**src/rtl/axis_round_robin_mux_pkg.sv**
```systemverilog
// Shared helpers for the stream blocks: ceiling log2, channel-index width
// derivation, the arbiter state encoding and the arbiter control struct.
package axis_round_robin_mux_pkg;

   // Ceiling log2; clog2(1) is 0, clog2(5) is 3.
   function automatic int clog2(input int value);
      int result;
      int rem;
      result = 0;
      rem    = value - 1;
      while (rem > 0) begin
         result = result + 1;
         rem    = rem >> 1;
      end
      return result;
   endfunction

   // Width of a channel index; never narrower than one bit.
   function automatic int chan_bits(input int channels);
      return (channels < 2) ? 1 : clog2(channels);
   endfunction

   typedef enum logic {
      IDLE  = 1'b0,
      GRANT = 1'b1
   } state_t;

   // Per-cycle arbiter control, grouped so checkers can bind to one signal.
   typedef struct packed {
      state_t state;     // current arbiter state
      logic   out_free;  // output register can take a beat this cycle
      logic   accept;    // beat moves from the granted source this cycle
      logic   rel;       // grant ends at this clock edge
   } mux_ctl_t;

endpackage

```
**src/rtl/axis_round_robin_mux_picker.sv**
```systemverilog
// Round-robin picker: first requesting channel at or after ptr, wrapping
// explicitly at CHANNELS so non-power-of-two channel counts work.
module round_robin_picker
   import axis_round_robin_mux_pkg::*;
#(
   parameter int CHANNELS = 4,
   localparam int CHAN_BITS = chan_bits(CHANNELS)
) (
   input  logic [CHANNELS-1:0]  req,
   input  logic [CHAN_BITS-1:0] ptr,
   output logic                 found,
   output logic [CHAN_BITS-1:0] idx
);

   localparam logic [CHAN_BITS:0] CHANNELS_W = (CHAN_BITS+1)'(CHANNELS);

   logic [CHAN_BITS:0] cand;

   // Walk ptr, ptr+1, ... modulo CHANNELS and keep the first hit.
   always_comb begin
      found = 1'b0;
      idx   = '0;
      cand  = '0;
      for (int i = 0; i < CHANNELS; i++) begin
         cand = {1'b0, ptr} + (CHAN_BITS+1)'(i);
         if (cand >= CHANNELS_W) begin
            cand = cand - CHANNELS_W;
         end
         if (!found && req[cand]) begin
            found = 1'b1;
            idx   = cand[CHAN_BITS-1:0];
         end
      end
   end

endmodule

```
**src/rtl/axis_round_robin_mux.sv**
```systemverilog
// Round-robin AXI-stream merge with a bounded burst per grant, a registered
// output stage and a sticky per-channel overflow mask.
//
// Handshake: a beat moves on any interface in a cycle where valid and ready
// are both high at the rising clock edge; valid never waits on ready, and a
// raised valid with its data holds until that transfer happens.
module axis_round_robin_mux
   import axis_round_robin_mux_pkg::*;
#(
   parameter int WIDTH    = 8,
   parameter int CHANNELS = 4,
   parameter int BURST    = 4,
   localparam int CHAN_BITS = chan_bits(CHANNELS)
) (
   input  logic                      clock,
   input  logic                      resetn,
   input  logic [CHANNELS*WIDTH-1:0] idata,
   input  logic [CHANNELS-1:0]       ivalid,
   output logic [CHANNELS-1:0]       iready,
   input  logic [CHANNELS-1:0]       ioverflow,
   output logic [WIDTH-1:0]          odata,
   output logic [CHAN_BITS-1:0]      ochan,
   output logic                      ovalid,
   input  logic                      oready,
   output logic [CHANNELS-1:0]       overflow
);

   localparam int                   N_BITS  = clog2(BURST + 1);
   localparam logic [N_BITS-1:0]    LAST_N  = N_BITS'(BURST - 1);
   localparam logic [N_BITS-1:0]    ONE_N   = N_BITS'(1);
   localparam logic [CHAN_BITS-1:0] LAST_CH = CHAN_BITS'(CHANNELS - 1);
   localparam logic [CHAN_BITS-1:0] ONE_CH  = CHAN_BITS'(1);

   state_t               state, state_nx;
   logic [CHAN_BITS-1:0] g, g_nx;
   logic [CHAN_BITS-1:0] p, p_nx;
   logic [N_BITS-1:0]    n, n_nx;

   logic                 pick_found;
   logic [CHAN_BITS-1:0] pick_idx;

   logic [WIDTH-1:0]     chan_data [CHANNELS];
   logic [WIDTH-1:0]     sel_data;
   logic                 sel_valid;

   mux_ctl_t             ctl;

   // Unpack the flat data bus into one word per channel.
   for (genvar c = 0; c < CHANNELS; c++) begin : g_unpack
      assign chan_data[c] = idata[c*WIDTH +: WIDTH];
   end

   round_robin_picker #(
      .CHANNELS (CHANNELS)
   ) u_picker (
      .req   (ivalid),
      .ptr   (p),
      .found (pick_found),
      .idx   (pick_idx)
   );

   // Select the granted source.
   always_comb begin
      sel_data  = chan_data[g];
      sel_valid = ivalid[g];
   end

   // Per-cycle control: a release happens on the last beat of a burst or
   // when the granted source is empty while it is being offered ready.
   always_comb begin
      ctl.state    = state;
      ctl.out_free = !ovalid || oready;
      ctl.accept   = (state == GRANT) && sel_valid && ctl.out_free;
      ctl.rel      = (state == GRANT) && ctl.out_free
                     && (!sel_valid || (n == LAST_N));
   end

   // Only the granted channel sees ready, and only when the output can move.
   always_comb begin
      iready = '0;
      if ((ctl.state == GRANT) && ctl.out_free) begin
         iready[g] = 1'b1;
      end
   end

   // Next-state logic for the arbiter and its grant/pointer/beat counters.
   always_comb begin
      state_nx = ctl.state;
      g_nx     = g;
      p_nx     = p;
      n_nx     = n;
      case (ctl.state)
         IDLE: begin
            if (pick_found) begin
               state_nx = GRANT;
               g_nx     = pick_idx;
               n_nx     = '0;
            end
         end
         GRANT: begin
            if (ctl.accept) begin
               n_nx = n + ONE_N;
            end
            if (ctl.rel) begin
               state_nx = IDLE;
               // The released channel is searched last next time.
               p_nx     = (g == LAST_CH) ? '0 : g + ONE_CH;
            end
         end
         default: begin
            state_nx = IDLE;
         end
      endcase
   end

   // Arbiter state register.
   always_ff @(posedge clock or negedge resetn) begin
      if (!resetn) begin
         state <= IDLE;
         g     <= '0;
         p     <= '0;
         n     <= '0;
      end else begin
         state <= state_nx;
         g     <= g_nx;
         p     <= p_nx;
         n     <= n_nx;
      end
   end

   // Output register: load on accept, drop valid once consumed, else hold.
   always_ff @(posedge clock or negedge resetn) begin
      if (!resetn) begin
         odata  <= '0;
         ochan  <= '0;
         ovalid <= 1'b0;
      end else if (ctl.accept) begin
         odata  <= sel_data;
         ochan  <= g;
         ovalid <= 1'b1;
      end else if (oready) begin
         ovalid <= 1'b0;
      end
   end

   // Sticky overflow mask, cleared only by reset.
   always_ff @(posedge clock or negedge resetn) begin
      if (!resetn) begin
         overflow <= '0;
      end else begin
         overflow <= overflow | ioverflow;
      end
   end

endmodule

```
**config.mk**
```make
export PLATFORM = sky130hd
export DESIGN_NAME = axis_round_robin_mux
export DESIGN_NICKNAME = d
export VERILOG_FILES = /design/src/rtl/axis_round_robin_mux_pkg.sv /design/src/rtl/axis_round_robin_mux_picker.sv /design/src/rtl/axis_round_robin_mux.sv
export SDC_FILE = /design/constraint.sdc
export NUM_CORES = 1
export LEC_CHECK = 0
export CORE_ASPECT_RATIO = 0.6
export CORE_MARGIN = 3
export CORE_UTILIZATION = 41
export DETAILED_ROUTE_END_ITERATION = 16
export GPL_TIMING_DRIVEN = 0
export PLACE_DENSITY = 0.83
export SETUP_SLACK_MARGIN = 0.05
export SYNTH_ARGS = -nofsm -noshare
export SYNTH_HDL_FRONTEND = slang
export SYNTH_SLANG_ARGS = --single-unit
```
**constraint.sdc**
```tcl
create_clock -name clock -period 2 [get_ports clock]
set_input_delay 0.6 -clock clock [delete_from_list [all_inputs] [get_ports clock]]
set_output_delay 0.6 -clock clock [all_outputs]
set_load 0.02 [all_outputs]
```
==> flow_summary_export.csv, run 1 <==
group,metric,value,unit
place,portBuffers,61,
worst_setup_path,startpoint_type,"flip-flop",
synth,synth-edff-count,0,
timing,fin_crit,1965,ps
global_route,grt_max_degree,24,
clock_tree,root_buffer,"clkbuf_8",
global_route,grt_pass1_vias,1249,
die,io_pins,62,
global_route,grt_pass1_wl,6582,um
layout,drive_gt1_share,36.52,%
layout,fillers,194,
outcome,status,"finished clean",
layout,multi_input_area,758.2,um^2
timing,setup_violations,0,
timing,fin_skew,10.60,ps
clock_tree,cts.sinks,23,
layout,diodes,0,
global_route,grt_overflow,0,
clock_tree,cts_tree,"built",
synth,synthesis.nets,151,
worst_setup_path,crit_required,1400,ps
synth,synthesis.area,1323,um^2
timing,fmax,0.5090,GHz
worst_setup_path,crit_arrival,1360,ps
worst_setup_path,worstSetupPathType,"flip-flop to primary output",
timing,timing.setup.tns,0,ps
synth,ys.flop_type,"dfrtp_1",
timing,slew_viol_final,0,
global_route,antenna_found_initial,0,
synth,ys_warn_count,0,
synth,yosys.cell_types.count,28,
worst_setup_path,cp_max_fo,5,
timing,rsz0062_at_grt,"yes",
layout,register_area,578.1,um^2
power_and_ir_drop,cellPowerDensity,1403,nW/um^2
power_and_ir_drop,vdd.ir_drop.worst,0.7357,mV
die,die_height,50.00,um
layout,finalNonFillerCells,220,
clock_tree,clk_pin_slew_worst_paths,90,ps
drt,initialDrtViolationCount,82,
die,rows,15,
synth,synth_common_cells,"23 x dfrtp_1, 9 x mux2_2, 9 x mux4_2",
place,gp_congestion,0.8199,
clock_tree,clock_latency,270,ps
drt,vias_per_cell,5.527,
layout,nNetsFinal,228,
place,dp_hpwl,2896,um
global_route,track_usage,22.34,%
die,die_w,79.32,um
synth,avgSynthCellArea,12.97,um^2
timing,whs,466.4,ps
power_and_ir_drop,leakage,0.0009019,uW
place,placed_area,1986,um^2
timing,finalHoldViolations,0,
layout,design_area,2191,um^2
drt,postRouteAntennaNets,0,
synth,yosys.area.top_type_share,43.52,%
power_and_ir_drop,power,3075,uW
drt,routedWlPerCell,20.09,um
timing,tightestPinTransition,1047,ps
synth,seq_area_frac_synth,43.52,%
synth,synthArstFlopShare,100.0,%
drt,route.detailed.drc,0,
timing,fin_crit_sh,98.24,%
synth,netlist_instances,102,
drt,num_vias,1216,
min_path,hp-class,"flip-flop to flip-flop",
clock_tree,h-tree-depth,1,
synth,post-synth-top-count-cell,"dfrtp_1",
layout,area_growth,65.66,%
worst_setup_path,critPathCaptureType,"primary output",
worst_setup_path,r2r_cells,4,
die,coreArea,2965,um^2
drt,postRouteWirelength,4420,um
drt,first_pass_iters,4,
die,start_util,44.60,%
synth,synth_seq_cells,23,
clock_tree,clockBufferDepth,2,
min_path,hold_depth,1,
die,dieArea,3966,um^2
synth,synthTopCellsByArea,"dfrtp_1 44%, mux4_2 15%, mux2_2 7.7%",
synth,synth_top_area_cell,"dfrtp_1",
timing,slew-limit-headroom,29.99,%
clock_tree,cts_buffers,3,
job,drv_cap,0,
place,placed_cells,205,
==> state kept, by name (all words and copies together), names as in the netlist <==
signal / count
g: 2
n: 3
ochan: 2
odata: 8
ovalid: 1
overflow: 4
p: 2
state: 1
==> cells in the final DEF (no fill, tap or decap), drive strengths merged, types with 2 or more instances in the layout <==
cell	Yosys	final
mux4	9	9
clkbuf	2	9
o41ai	2	2
nor2	2	2
mux2	12	12
ha	6	6
nor3b	2	2
inv	6	6
buf	2	18
nand2b	5	5
a21oi	4	4
clkdlybuf4s50	0	52
o21ai	5	5
or2	5	5
mux2i	3	3
and3	4	4
dfrtp	23	23
==> worst max-delay path, stage by stage (launching register included) <==
cell     delay (ps)
dfrtp_2         470
buf_8           140
inv_4            60
ha_1            130
and3_4          180
buf_6           110
==> through the flow <==
stage / worst slack [ps] / utilization, %
6_report: 35.28 / 73.88
2_1_floorplan: 144.3 / -
5_1_grt: -2.308 / 73.88
3_5_place_dp: -810.5 / 66.96
3_3_place_gp: -740.6 / 66.96
4_1_cts: 41.11 / 72.36
==> kinds of logic (layout without fill, tap and decap cells) <==
kind of cell	count (synthesis)	after routing	share of synthesized area [%]
mux	24	24	27.81
flops	23	23	43.52
simple gates	23	23	10.97
compound gates	16	16	8.516
buf+inv	10	86	3.500
fa+ha+maj	6	6	5.676
==> worst paths after layout <==
path / to / slack [ps] / startpoint
worst max register to register: p[0] / 80 / g[0]
worst max-delay path: iready[0] / 40 / g[1]
worst min register to register: overflow[2] / 470 / overflow[2]
worst min-delay path: overflow[2] / 470 / overflow[2]
min in group asynchronous: odata[0] / 890 / resetn
max in group asynchronous: g[1] / 410 / resetn
==> cell type report <==
cell class / count / area share, %
Buffer: 4 / 2.284
Clock buffer: 4 / 2.056
Inverter: 6 / 1.142
Multi-Input combinational cell: 69 / 34.61
Sequential cell: 23 / 26.38
Tap cell: 42 / 2.399
Timing Repair Buffer: 72 / 31.13
==> what timing repair did <==
item,CTS,global route
buffers inserted,7,4
endpoints found under the setup margin,22,16
pin swaps,2,2
hold buffers,0,0
resized for setup,49,16
==> where the power goes <==
group,switching [uW],internal (uW),total (uW)
clock network,153,142,296
registers,159,665,824
logic,874,1080,1950
==> metal layers <==
metal | GRT usage, % | part of all wire (%) | routed length, um | vias to the layer above
met5 | 0 | 0 | 0 | -
met4 | 7.714 | 2.1 | 93 | 0
met3 | 7.299 | 11 | 501 | 10
met2 | 35.75 | 45 | 2008 | 92
met1 | 28.44 | 41 | 1817 | 581
li1 | - | - | - | 533
Note: power is estimated with default switching activity, not from simulation.
==> inputs of run 2 (changes only) <==
GPL_ROUTABILITY_DRIVEN = 0   (was default)
==> results of run 2 <==
The final DEF is identical to that of run 1; final timing and power are the same.
==> inputs of run 3 (changes only) <==
CORE_UTILIZATION = 35   (was 41)
CTS_CLUSTER_DIAMETER = 200   (was default)
PLACE_DENSITY = 0.73   (was 0.83)
==> run 3 against run 2 <==
Compared with the run above:
- via count is 4.4% lower
- count of clock-buffer cells in the layout unchanged
- routed wire length down 12%
- total power decreased by 0.74%
- core utilization is 8.9 points lower
- cell area up 2.2%
- sequential power is 1% lower
==> flow_summary_export.csv, run 3 (same netlist as run 1, synthesis figures left out) <==
group,metric,value,unit
outcome,status,"finished clean",
layout,largest_reg_flops,8,
timing,setup_violations,0,
die,start_util,38.41,%
drt,route.detailed.drc,0,
global_route,grt_overflow,0,
drt,initialDrtViolationCount,18,
die,io_pins,62,
min_path,hp-class,"flip-flop to flip-flop",
layout,nNetsFinal,227,
clock_tree,clockBufferDepth,2,
clock_tree,cts.sinks,23,
power_and_ir_drop,cellPowerDensity,1363,nW/um^2
place,portBuffers,61,
clock_tree,holdBufCountCts,0,
layout,largestRegisters,"odata x8, overflow x4, n x3",
timing,slew-limit-headroom,29.91,%
layout,drive_gt1_share,36.72,%
layout,register_area,578.1,um^2
layout,design_area,2238,um^2
worst_setup_path,cp_max_fo,7,
layout,multi_input_area,780.7,um^2
worst_setup_path,r2r_slack,50,ps
die,die_w,85.36,um
layout,final_cell_mix,"51 x clkdlybuf4s50_1, 21 x dfrtp_1, 9 x mux4_2, 9 x mux2_2, 8 x buf_4",
power_and_ir_drop,p_sw_share,37.47,%
clock_tree,clock_latency,270,ps
drt,routedWlPerCell,17.56,um
worst_setup_path,critical-path-top-delay-family,"multiplexers",
timing,rsz0062_at_grt,"yes",
worst_setup_path,crit_required,2160,ps
power_and_ir_drop,p_seq_share,26.7,%
drt,postRouteWirelength,3899,um
global_route,antenna_found_initial,0,
clock_tree,cts_buffers,3,
global_route,grt_pass1_wl,5754,um
worst_setup_path,path_buf_inv,1,
place,place_ws,-794.5,ps
die,rows,16,
drt,postRouteAntennaNets,0,
worst_setup_path,critPathCaptureType,"flip-flop",
worst_setup_path,worstSetupPathType,"input port to flip-flop",
worst_setup_path,crit_arrival,2130,ps
layout,fillers,243,
die,dieArea,4577,um^2
power_and_ir_drop,power,3052,uW
worst_setup_path,startpoint_type,"input port",
place,dp_hpwl,2663,um
drt,vias_per_cell,5.234,
power_and_ir_drop,switching_power,1144,uW
timing,finalHoldViolations,0,
power_and_ir_drop,intPower,1908,uW
global_route,grt_pass1_vias,1170,
job,drv_cap,0,
drt,first_pass_iters,4,
global_route,track_usage,16.60,%
timing,whs,465.2,ps
worst_setup_path,path_cells,"clkdlybuf4s15_2 > mux4_2 > a211oi_4 > mux2_4",
drt,num_vias,1162,
power_and_ir_drop,p_comb_share,63.9,%
global_route,grt_max_degree,24,
layout,mostFrequentLayoutCell,"clkdlybuf4s50_1",
layout,area_growth,69.25,%
power_and_ir_drop,power_frac_clock,9.4,%
worst_setup_path,cp_slowest_stage_delay,570,ps
clock_tree,clk_pin_slew_worst_paths,80,ps
layout,top_register,"odata",
layout,diodes,0,
worst_setup_path,cp_slowest_cell,"mux4_2",
timing,fin_ws,30.54,ps
timing,slew_viol_final,0,
timing,tightestPinTransition,1048,ps
timing,fin_crit_sh,98.47,%
clock_tree,cts_tree,"built",
clock_tree,h-tree-depth,1,
timing,fin_skew,9.951,ps
power_and_ir_drop,leakage,0.0009170,uW
place,placed_area,1989,um^2
die,coreArea,3443,um^2
die,die_height,53.62,um
timing,timing.setup.tns,0,ps
timing,fin_crit,1969,ps
timing,fmax,0.5078,GHz
clock_tree,root_buffer,"clkbuf_8",
power_and_ir_drop,vdd.ir_drop.worst,0.6391,mV
[run 3: cell types whose count changed in the layout (fill, tap and decap cells not counted), sizes merged]
cell / change
clkinv: +1
buf: -1
clkdlybuf4s50: -1
dlygate4sd2: +1
inv: -1
dlymetal6s2s: +1
clkbuf: -1
[run 3: path summary, 6_finish.rpt]
path                            depth (start not counted)        start          end
worst max-delay path                                    4    ivalid[3]         p[1]
worst min-delay path                                    1  overflow[1]  overflow[1]
worst min register to register                          1  overflow[1]  overflow[1]
min in group asynchronous                               1       resetn     odata[7]
max in group asynchronous                               1       resetn         g[0]
worst max register to register                          4         g[0]         p[1]
[run 3: final cells by class]
cell class                      count  share of cell area, %
Multi-Input combinational cell     69                  34.88
Timing Repair Buffer               71                  30.63
Sequential cell                    23                  25.82
Tap cell                           45                  2.515
Buffer                              4                  2.459
Clock buffer                        4                  2.012
Inverter                            6                  1.677
[run 3: worst register-to-register path: cells and delay by family (launching register included)]
| family | cells | cell delay [ps] |
|---|---|---|
| compound gates | 1 | 380 |
| buf+inv | 1 | 110 |
| flops | 1 | 440 |
| mux | 2 | 910 |
[run 3: power by group through the flow]
stage | Clock (uW) | Combinational (uW) | Sequential, uW
after floorplan | 0 | 834 | 928
after global placement | 0 | 1510 | 803
after detailed placement | 0 | 1530 | 815
after CTS | 299 | 1800 | 800
after global routing | 322 | 2080 | 836
final | 287 | 1950 | 814
[run 3: per-stage QoR]
stage	std cells	util, %
floorplan	102	-
global placement	208	57.78
detailed placement	208	57.78
CTS	222	63.05
global route	222	65.01
finish	222	65.01
[run 3: routing by layer]
metal	vias to the layer above	wire [um]	global-route usage, %
met5	-	0	0
met4	0	19	3.684
met3	3	401	5.657
met2	61	1745	27.96
met1	570	1733	21.08
li1	528	-	-
[run 3: repair_timing]
item                                    CTS  global route
setup buffers                            10             0
resized for setup                        49            25
endpoints found under the setup margin   20            13
pin swaps                                 1             2
